==> src/rtl/grid_access_arbiter.sv <==
// grid_access_arbiter: round-robin arbiter for the single object_grid write
// port. Accepts one player write every two cycles, rejects out-of-range
// cells with a nak, and freezes all writes for FREEZE_CYCLES after each
// vsync rising edge so the graphics path reads a stable grid snapshot.
module grid_access_arbiter #(
  parameter int NUM_REQ       = 4,
  parameter int ROWS          = 8,
  parameter int COLS          = 13,
  parameter int OBJ_W         = 4,
  parameter int FREEZE_CYCLES = 16,
  localparam int ROW_W        = $clog2(ROWS),
  localparam int COL_W        = $clog2(COLS)
) (
  input  logic                     clock,
  input  logic                     reset,
  input  logic                     vsync,
  input  logic [NUM_REQ-1:0]       req,
  input  logic [NUM_REQ*ROW_W-1:0] req_row,
  input  logic [NUM_REQ*COL_W-1:0] req_col,
  input  logic [NUM_REQ*OBJ_W-1:0] req_obj,
  output logic [NUM_REQ-1:0]       gnt,
  output logic [NUM_REQ-1:0]       nak,
  output logic                     wr_en,
  output logic [ROW_W-1:0]         wr_row,
  output logic [COL_W-1:0]         wr_col,
  output logic [OBJ_W-1:0]         wr_obj,
  output logic [1:0]               grant_id,
  output logic                     frozen
);

  localparam int CNT_W = $clog2(FREEZE_CYCLES + 1);
  localparam logic [CNT_W-1:0] CNT_LOAD = CNT_W'(FREEZE_CYCLES - 1);

  typedef enum logic [1:0] {IDLE, ACK, FREEZE} state_t;

  state_t             state, state_d;
  logic [CNT_W-1:0]   cnt, cnt_d;
  logic [1:0]         rr_ptr, rr_d, gid_d;
  logic               vsync_q, vs_rise;
  logic [NUM_REQ-1:0] gnt_d, nak_d;
  logic               wr_en_d;
  logic [ROW_W-1:0]   row_d, sel_row;
  logic [COL_W-1:0]   col_d, sel_col;
  logic [OBJ_W-1:0]   obj_d, sel_obj;
  logic               found, in_range;
  logic [1:0]         sel, cand;

  assign vs_rise = vsync & ~vsync_q;
  assign frozen  = (state == FREEZE);

  // Round-robin pick: first active request after the last winner.
  // NOTE: every always_comb output gets a default first so no path can
  // leave it unassigned and infer a latch.
  always_comb begin
    found = 1'b0;
    sel   = '0;
    cand  = '0;
    for (int k = 1; k <= NUM_REQ; k++) begin
      cand = 2'((int'(rr_ptr) + k) % NUM_REQ);
      if (!found && req[cand]) begin
        found = 1'b1;
        sel   = cand;
      end
    end
  end

  assign sel_row  = req_row[int'(sel)*ROW_W +: ROW_W];
  assign sel_col  = req_col[int'(sel)*COL_W +: COL_W];
  assign sel_obj  = req_obj[int'(sel)*OBJ_W +: OBJ_W];
  assign in_range = (int'(sel_row) < ROWS) && (int'(sel_col) < COLS);

  // Next-state and next-output logic; pulses default low, write fields hold.
  always_comb begin
    state_d = state;
    cnt_d   = cnt;
    rr_d    = rr_ptr;
    gid_d   = grant_id;
    gnt_d   = '0;
    nak_d   = '0;
    wr_en_d = 1'b0;
    row_d   = wr_row;
    col_d   = wr_col;
    obj_d   = wr_obj;
    case (state)
      IDLE: begin
        if (vs_rise) begin
          state_d = FREEZE;
          cnt_d   = CNT_LOAD;
        end else if (found) begin
          state_d = ACK;
          rr_d    = sel;
          gid_d   = sel;
          if (in_range) begin
            gnt_d   = NUM_REQ'(1) << sel;
            wr_en_d = 1'b1;
            row_d   = sel_row;
            col_d   = sel_col;
            obj_d   = sel_obj;
          end else begin
            nak_d = NUM_REQ'(1) << sel;
          end
        end
      end
      // The winner's req is still high here; no selection masks it.
      ACK: begin
        if (vs_rise) begin
          state_d = FREEZE;
          cnt_d   = CNT_LOAD;
        end else begin
          state_d = IDLE;
        end
      end
      FREEZE: begin
        if (vs_rise) begin
          cnt_d = CNT_LOAD;
        end else if (cnt == '0) begin
          state_d = IDLE;
        end else begin
          cnt_d = cnt - 1'b1;
        end
      end
      default: state_d = IDLE;
    endcase
  end

  // State and registered outputs; vsync_q resets high to avoid a false edge.
  // NOTE: sequential state uses non-blocking assignments so every register
  // samples the pre-edge values regardless of statement order.
  always_ff @(posedge clock or posedge reset) begin
    if (reset) begin
      state    <= IDLE;
      cnt      <= '0;
      rr_ptr   <= 2'(NUM_REQ - 1);
      grant_id <= '0;
      vsync_q  <= 1'b1;
      gnt      <= '0;
      nak      <= '0;
      wr_en    <= 1'b0;
      wr_row   <= '0;
      wr_col   <= '0;
      wr_obj   <= '0;
    end else begin
      state    <= state_d;
      cnt      <= cnt_d;
      rr_ptr   <= rr_d;
      grant_id <= gid_d;
      vsync_q  <= vsync;
      gnt      <= gnt_d;
      nak      <= nak_d;
      wr_en    <= wr_en_d;
      wr_row   <= row_d;
      wr_col   <= col_d;
      wr_obj   <= obj_d;
    end
  end

endmodule

==> config.mk <==
export PLATFORM = sky130hd
export DESIGN_NAME = grid_access_arbiter
export DESIGN_NICKNAME = d
export VERILOG_FILES = /design/src/rtl/grid_access_arbiter.sv
export SDC_FILE = /design/constraint.sdc
export NUM_CORES = 1
export LEC_CHECK = 0
export CAP_MARGIN = 5
export CORE_ASPECT_RATIO = 0.6
export CORE_MARGIN = 2
export CORE_UTILIZATION = 30
export CTS_CLUSTER_SIZE = 12
export DETAILED_ROUTE_END_ITERATION = 7
export SLEW_MARGIN = 0
export SYNTH_ARGS = -nofsm -noshare
export SYNTH_HDL_FRONTEND = slang
export SYNTH_SLANG_ARGS = --single-unit
==> constraint.sdc <==
create_clock -name clock -period 2.4 [get_ports clock]
set_clock_uncertainty 0.15 [all_clocks]
set_input_delay 0.48 -clock clock [delete_from_list [all_inputs] [get_ports clock]]
set_output_delay 0.48 -clock clock [all_outputs]
set_load 0.005 [all_outputs]
==> results of run 1 <==
layout by cell type, fill, tap and decap left out, types with 4 or more instances in the layout:
| cell | Yosys | routed |
|---|---|---|
| sky130_fd_sc_hd__a31oi_1 | 9 | 8 |
| sky130_fd_sc_hd__buf_6 | 0 | 8 |
| sky130_fd_sc_hd__a21boi_4 | 0 | 4 |
| sky130_fd_sc_hd__nand2_1 | 32 | 31 |
| sky130_fd_sc_hd__a21boi_2 | 0 | 5 |
| sky130_fd_sc_hd__a21oi_1 | 4 | 4 |
| sky130_fd_sc_hd__a31o_4 | 0 | 6 |
| sky130_fd_sc_hd__nor2_1 | 5 | 5 |
| sky130_fd_sc_hd__clkdlybuf4s50_1 | 0 | 70 |
| sky130_fd_sc_hd__inv_1 | 4 | 4 |
| sky130_fd_sc_hd__buf_4 | 2 | 37 |
| sky130_fd_sc_hd__and3_1 | 11 | 11 |
| sky130_fd_sc_hd__buf_12 | 0 | 6 |
| sky130_fd_sc_hd__mux2_4 | 0 | 7 |
| sky130_fd_sc_hd__o21ai_0 | 6 | 4 |
| sky130_fd_sc_hd__dfrtp_1 | 29 | 29 |
| sky130_fd_sc_hd__clkbuf_8 | 0 | 5 |
synth_stat cells (all sizes together), types with 2 or more instances:
| cell type | instances |
|---|---|
| a21boi | 9 |
| nor2b | 4 |
| o22ai | 4 |
| a21o | 3 |
| dfrtp | 29 |
| nor4 | 4 |
| a31o | 9 |
| o41ai | 2 |
| dfstp | 3 |
| a31oi | 9 |
| and3 | 11 |
| clkbuf | 4 |
| nor3 | 2 |
| o31ai | 4 |
| inv | 4 |
| nor2 | 6 |
| nand2 | 32 |
| mux2 | 9 |
| and2 | 3 |
| ha | 2 |
| a21oi | 4 |
| o21ai | 8 |
| buf | 7 |
| nand2b | 2 |
through the flow:
stage / instance area [um2] / worst slack (ns) / utilization [%]
after detailed placement: 2954 / -0.6813 / 52.29
after global placement: 2954 / -0.6380 / 52.29
final: 3563 / -0.1897 / 63.08
after floorplan: 1869 / -0.08662 / -
after CTS: 3490 / -0.2100 / 61.77
after global routing: 3563 / -0.2756 / 63.08
flip-flops by register name, summed over array words and instances, names as in the netlist:
signal    flops
wr_col        4
rr_ptr        2
state         2
nak           4
wr_obj        4
cnt           5
wr_row        3
grant_id      2
vsync_q       1
wr_en         1
gnt           4
per-layer routing:
layer  global-route usage [%]  share of wire, %  vias up
li1                         -                 -      909
met1                    26.17                49      866
met5                        0                 0        -
met3                    4.490               7.0        2
met4                    5.236              0.40        0
met2                    27.65                44       66
worst register-to-register path: stages (launching register included):
cell and delay [ns]:
sky130_fd_sc_hd__dfstp_2 0.60, sky130_fd_sc_hd__mux2i_4 0.27, sky130_fd_sc_hd__a2bb2oi_4 0.26, sky130_fd_sc_hd__clkbuf_16 0.19
sky130_fd_sc_hd__a31o_2 0.16, sky130_fd_sc_hd__o22ai_2 0.11, sky130_fd_sc_hd__a211oi_4 0.24, sky130_fd_sc_hd__nor2_4 0.06
sky130_fd_sc_hd__buf_12 0.14, sky130_fd_sc_hd__mux2_4 0.30
where the power goes:
part,internal [mW],leakage (nW),total [mW],switching (mW)
Sequential,0.748,0.387,0.895,0.147
Combinational,1.58,1.11,2.65,1.07
Clock,0.308,0.0552,0.500,0.192
layout make-up:
type,instances,share of cell area (%)
Tap cell,80,2.809
Clock buffer,6,2.037
Inverter,4,0.4213
Timing Repair Buffer,127,36.48
Multi-Input combinational cell,135,34.69
Sequential cell,32,22.58
Clock inverter,2,0.9831
what timing repair did:
item,4_1_cts,5_1_grt
hold buffers,0,0
pin swaps,13,6
buffers inserted,15,5
gates cloned,4,0
setup endpoints to repair,21,22
gates resized for setup,49,15
hold endpoints to repair,0,0
kinds of logic (layout without fill, tap and decap cells):
logic type / after synthesis / after routing / share of synthesized area, %
simple gates: 68 / 68 / 19.48
compound gates: 55 / 55 / 23.69
flops: 32 / 32 / 45.06
buf+inv: 15 / 139 / 3.923
mux: 10 / 10 / 6.447
fa+ha+maj: 2 / 2 / 1.401
worst paths after layout:
check	to	slack (ns)
setup / recovery	wr_obj[0]$_DFFE_PP0P_	-0.19
hold reg to reg	cnt[4]$_DFFE_PP0P_	0.35
min in group asynchronous	gnt[3]$_DFF_PP0_	0.38
hold / removal	cnt[4]$_DFFE_PP0P_	0.35
max in group asynchronous	vsync_q$_DFF_PP1_	1.48
setup reg to reg	wr_obj[0]$_DFFE_PP0P_	-0.19
==> results_dict.tcl, run 1 <==
set metrics [dict create \
    globalplace.congestion 0.7631 \
    critPathLaunchType "flip-flop" \
    finalWirelength_um 5776 \
    grt_first_pass_wirelength_um 9446 \
    setup.worst_path.start "rr_ptr[1]$_DFFE_PP1P_" \
    design.die.area_um2 6605 \
    cp_num_buf_inv 2 \
    boundaryPins 74 \
    setup.worst_path.class "flip-flop to flip-flop" \
    floorplan.core_area_um2 5649 \
    die-width_um 103.6 \
    detail-route-antenna-nets 0 \
    rows 21 \
    timing.hold.worst.start "cnt[4]$_DFFE_PP0P_" \
    cts.root.buffer_cell "sky130_fd_sc_hd__clkbuf_8" \
    asyncSetResetFlopFracSynth_pct 100.0 \
    crit_chain "mux2i_4 -> a2bb2oi_4 -> clkbuf_16 -> a31o_2 -> o22ai_2 -> a211oi_4 -> nor2_4 -> buf_12 -> mux2_4" \
    max-cap-violations 0 \
    timing_worst_slew_pin_value_ns 0.2936 \
    final.setup.worst_slack_ns -0.1897 \
    cp_max_fo 8 \
    finalWorstPathRequiredPeriod_ns 2.590 \
    synth-seq-area-share_pct 45.06 \
    drc_errors 0 \
    ys_dominant_reg_cell "sky130_fd_sc_hd__dfrtp_1" \
    critPathCaptureType "flip-flop" \
    synth.cell_area_um2 1785 \
    finalSetupViolations 19 \
    leak_pwr_nw 1.551 \
    synth_enable_flop_cells 0 \
    worst_path_max_stage_delay_ns 0.60 \
    multiInputGateArea_um2 1236 \
    cts_sinks 32 \
    yosys.area.top_type "sky130_fd_sc_hd__dfrtp_1" \
    synth.ff_latch_count 32 \
    chipHeight_um 63.76 \
    synthDominantCellAreaShare_pct 40.64 \
    cts-buffers-inserted 5 \
    ctsHtreeMaxLevel 2 \
    initial_utilization_pct 31.61 \
    post_detailed_placement_half_perimeter_wirelength_um 3874 \
    finish.cell_count_without_fillers 386 \
    synth.avg_cell_area_um2 9.810 \
    timing.max_slew.rel_slack_pct 80.37 \
    area.growth.synth_to_final_pct 99.58 \
    fillCellCount 441 \
    antenna_cells 0 \
    powerDensity_nw_per_um2 1135 \
    synth_fp_nets 235 \
    violations "negative setup slack" \
    worst-path-stages 9 \
    crit_family "compound AO/OA/AOI/OAI gates" \
    globalRouteOverflowTotal 0 \
    seqCellArea_um2 804.5 \
    clk_path_buf_depth 2 \
    synth_cell_types 39 \
    antenna_found_initial 0 \
    rsz0062_at_grt "yes" \
    setup_tns_ns -1.969 \
    portBuffers 73 \
    groute.usage.overall_pct 18.30 \
    hold_class "flip-flop to flip-flop" \
    finalCritPeriodShare_pct 107.9 \
    slowest_stage "sky130_fd_sc_hd__dfstp_2" \
    synth-warning-count 0 \
    tritoncts_clock_tree "built" \
    min_delay_path_depth 1 \
    drtPass1Iterations 4 \
    detail_route.vias_per_cell 4.775 \
    routed-via-count 1843 \
    cell_total_after_placement 358 \
    regToRegStartpoint "rr_ptr[1]$_DFFE_PP1P_" \
    timing.final.hold_violations 0 \
    critPathArrivalTime_ns 2.59 \
    final_net_count 358 \
    grt_start_max_net_pins 19 \
    post-layout-total-power_mw 4.043 \
    average_wire_per_cell_in_the_routed_design_um 14.96 \
    fmax_mhz 386.2 \
    clk_latency_ns 0.28 \
    finalMaxSlewViolations 0 \
    drt-initial-drc-count 81 \
    synth.top_cells.by_area "sky130_fd_sc_hd__dfrtp_1 41%, sky130_fd_sc_hd__nand2_1 6.7%, sky130_fd_sc_hd__dfstp_2 4.4%, sky130_fd_sc_hd__a31o_2 4.4%, sky130_fd_sc_hd__and3_1 3.9%" \
    netlist_instances 182 \
    hold_ws_ns 0.3468 \
    outcome "complete, but fails checks" \
    worst_setup_hold_path_clk_slew_ns 0.07 \
    max-vdd-ir-drop_uv 365.7 \
    grt_pass1_vias 1882 \
    critical_path_required_ns 2.40 \
    worst_r2r_path_depth 9 \
    drive_gt1_share_pct 38.56 \
]
(Power assumes the default switching activity.)
==> run 2: changes to the inputs <==
==> constraint.sdc (replaced) <==
create_clock -name clock -period 3.28 [get_ports clock]
set_clock_uncertainty 0.15 [all_clocks]
set_input_delay 0.656 -clock clock [delete_from_list [all_inputs] [get_ports clock]]
set_output_delay 0.656 -clock clock [all_outputs]
set_load 0.005 [all_outputs]
==> run 2 against run 1 <==
The flow now finishes without violations. Largest cell class is now multi-input gates. Total power fell by 47%. Critical path depth unchanged. Clock power down 28%. Critical path type is now input pin to flip-flop. Register-to-register slack better by 0.69 ns. Largest power group unchanged. Global-route usage is 3.2 points lower. Flip-flop and latch count did not move.
==> results_dict.tcl, run 2 (same netlist as run 1, synthesis figures left out) <==
set metrics [dict create \
    detail_route.vias_per_cell 4.763 \
    critPathArrivalTime_ns 2.99 \
    grt_start_max_net_pins 19 \
    max-vdd-ir-drop_uv 302.7 \
    initial_utilization_pct 31.61 \
    cts.root.buffer_cell "sky130_fd_sc_hd__clkbuf_8" \
    hold_ws_ns 0.3271 \
    power_frac_seq_pct 30.0 \
    regToRegStartpoint "rr_ptr[1]$_DFFE_PP1P_" \
    final_cell_mix "73 x sky130_fd_sc_hd__clkdlybuf4s50_1, 32 x sky130_fd_sc_hd__nand2_1, 29 x sky130_fd_sc_hd__dfrtp_1, 16 x sky130_fd_sc_hd__buf_4, 11 x sky130_fd_sc_hd__and3_1" \
    cts-buffers-inserted 5 \
    setup.worst_path.class "input pin to flip-flop" \
    timing.max_slew.rel_slack_pct 60.89 \
    net_switching_component_of_the_power_mw 0.7506 \
    floorplan.core_area_um2 5649 \
    design.die.area_um2 6605 \
    finalWorstPathRequiredPeriod_ns 2.990 \
    drc_errors 0 \
    fillCellCount 527 \
    worst_setup_hold_path_clk_slew_ns 0.06 \
    post_cts.repair.setup_buffers 0 \
    outcome "complete, no violations" \
    finalSetupViolations 0 \
    detail-route-antenna-nets 0 \
    sw_frac_of_total_pct 34.74 \
    cts_sinks 32 \
    timing.hold.worst.start "grant_id[1]$_DFFE_PP0P_" \
    post_detailed_placement_half_perimeter_wirelength_um 3710 \
    critPathCaptureType "flip-flop" \
    post_cts_hold_buffer_count 0 \
    number_of_flip_flops_under_the_largest_register_name 5 \
    leak_pwr_nw 1.217 \
    tritoncts_clock_tree "built" \
    max-cap-violations 0 \
    hold_end "grant_id[1]$_DFFE_PP0P_" \
    min_delay_path_depth 1 \
    finalMaxSlewViolations 0 \
    globalplace.congestion 0.7607 \
    worst_r2r_path_depth 7 \
    clockPowerShare_pct 16.7 \
    final_net_count 322 \
    grt_first_pass_wirelength_um 7872 \
    ctsHtreeMaxLevel 2 \
    antenna_cells 0 \
    r2r_setup_slack_ns 0.50 \
    boundaryPins 74 \
    portBuffers 73 \
    fin_util_pct 50.28 \
    globalRouteOverflowTotal 0 \
    rsz0062_at_grt "no" \
    average_wire_per_cell_in_the_routed_design_um 13.53 \
    layout.cells.most_common "sky130_fd_sc_hd__clkdlybuf4s50_1" \
    clk_latency_ns 0.28 \
    antenna_found_initial 0 \
    critical_path_required_ns 3.28 \
    finalCritPeriodShare_pct 91.17 \
    fmax_mhz 334.4 \
    cp_max_fo 18 \
    powerDensity_nw_per_um2 760.6 \
    power_frac_comb_pct 53.3 \
    reg2reg_to "wr_obj[0]$_DFFE_PP0P_" \
    critPathLaunchType "input pin" \
    cts_repair_resizes 0 \
    rows 21 \
    hold_class "flip-flop to flip-flop" \
    area.growth.synth_to_final_pct 59.07 \
    timing_worst_slew_pin_value_ns 0.5860 \
    chipHeight_um 63.76 \
    drt-initial-drc-count 133 \
    drive_gt1_share_pct 18.15 \
    drtPass1Iterations 4 \
    setup_tns_ns 0 \
    groute.usage.overall_pct 15.14 \
    largest_register "cnt" \
    die-width_um 103.6 \
    clk_path_buf_depth 2 \
    timing.final.hold_violations 0 \
    routed-via-count 1667 \
    finalWirelength_um 4735 \
    grt_pass1_vias 1530 \
    internal_power_mw 1.410 \
]
run 2: power groups by stage:
stage	Combinational, mW	Clock (mW)	Sequential, mW
6_report	1.15	0.362	0.648
5_1_grt	1.26	0.390	0.670
4_1_cts	1.17	0.372	0.649
3_5_place_dp	1.16	0	0.654
3_3_place_gp	1.15	0	0.651
2_1_floorplan	0.652	0	0.632
run 2: final cells by class:
| class | instances | area, um2 | area share (%) |
|---|---|---|---|
| sequential | 32 | 804.5 | 28.33 |
| clock inverter | 2 | 35.03 | 1.233 |
| tap | 80 | 100.1 | 3.524 |
| timing repair buffer | 91 | 890.9 | 31.37 |
| inverter | 4 | 15.01 | 0.5286 |
| multi-input combinational | 135 | 922.1 | 32.47 |
| clock buffer | 6 | 72.57 | 2.555 |
run 2: worst max path at each step:
stage,start,to,slack [ns],cells after the start
detailed placement,req[0],wr_obj[0]$_DFFE_PP0P_,0.02,9
CTS,req[0],wr_obj[0]$_DFFE_PP0P_,0.31,9
global placement,req[3],wr_obj[3]$_DFFE_PP0P_,0.06,9
finish,req[0],wr_obj[0]$_DFFE_PP0P_,0.29,9
global route,req[0],nak[1]$_DFF_PP0_,0.17,11
floorplan,rr_ptr[1]$_DFFE_PP1P_,wr_obj[1]$_DFFE_PP0P_,0.72,9
run 2: layer usage:
metal | up-vias | GRT usage, % | share of wire (%)
li1 | 836 | - | -
met1 | 767 | 23.27 | 54
met2 | 59 | 19.21 | 38
met3 | 5 | 5.816 | 6.9
met4 | 0 | 4.054 | 0.84
met5 | - | 0 | 0
run 2: metrics by stage:
step / cells / area, um2 / setup WS [ns] / power (mW)
after floorplan: 182 / 1785 / 0.7233 / 1.284
after global placement: 342 / 2733 / 0.05602 / 1.802
after detailed placement: 342 / 2733 / 0.02312 / 1.816
after CTS: 350 / 2840 / 0.3103 / 2.187
after global routing: 350 / 2840 / 0.1733 / 2.323
final: 350 / 2840 / 0.2897 / 2.160
run 2: critical path, stage by stage:
cell and delay, ns:
sky130_fd_sc_hd__clkdlybuf4s50_1 0.57, sky130_fd_sc_hd__nor2b_4 0.07, sky130_fd_sc_hd__buf_4 0.14, sky130_fd_sc_hd__a2bb2oi_4 0.33
sky130_fd_sc_hd__a21boi_0 0.15, sky130_fd_sc_hd__o22ai_1 0.34, sky130_fd_sc_hd__a211oi_4 0.12, sky130_fd_sc_hd__nor2_4 0.25
sky130_fd_sc_hd__mux2_1 0.36
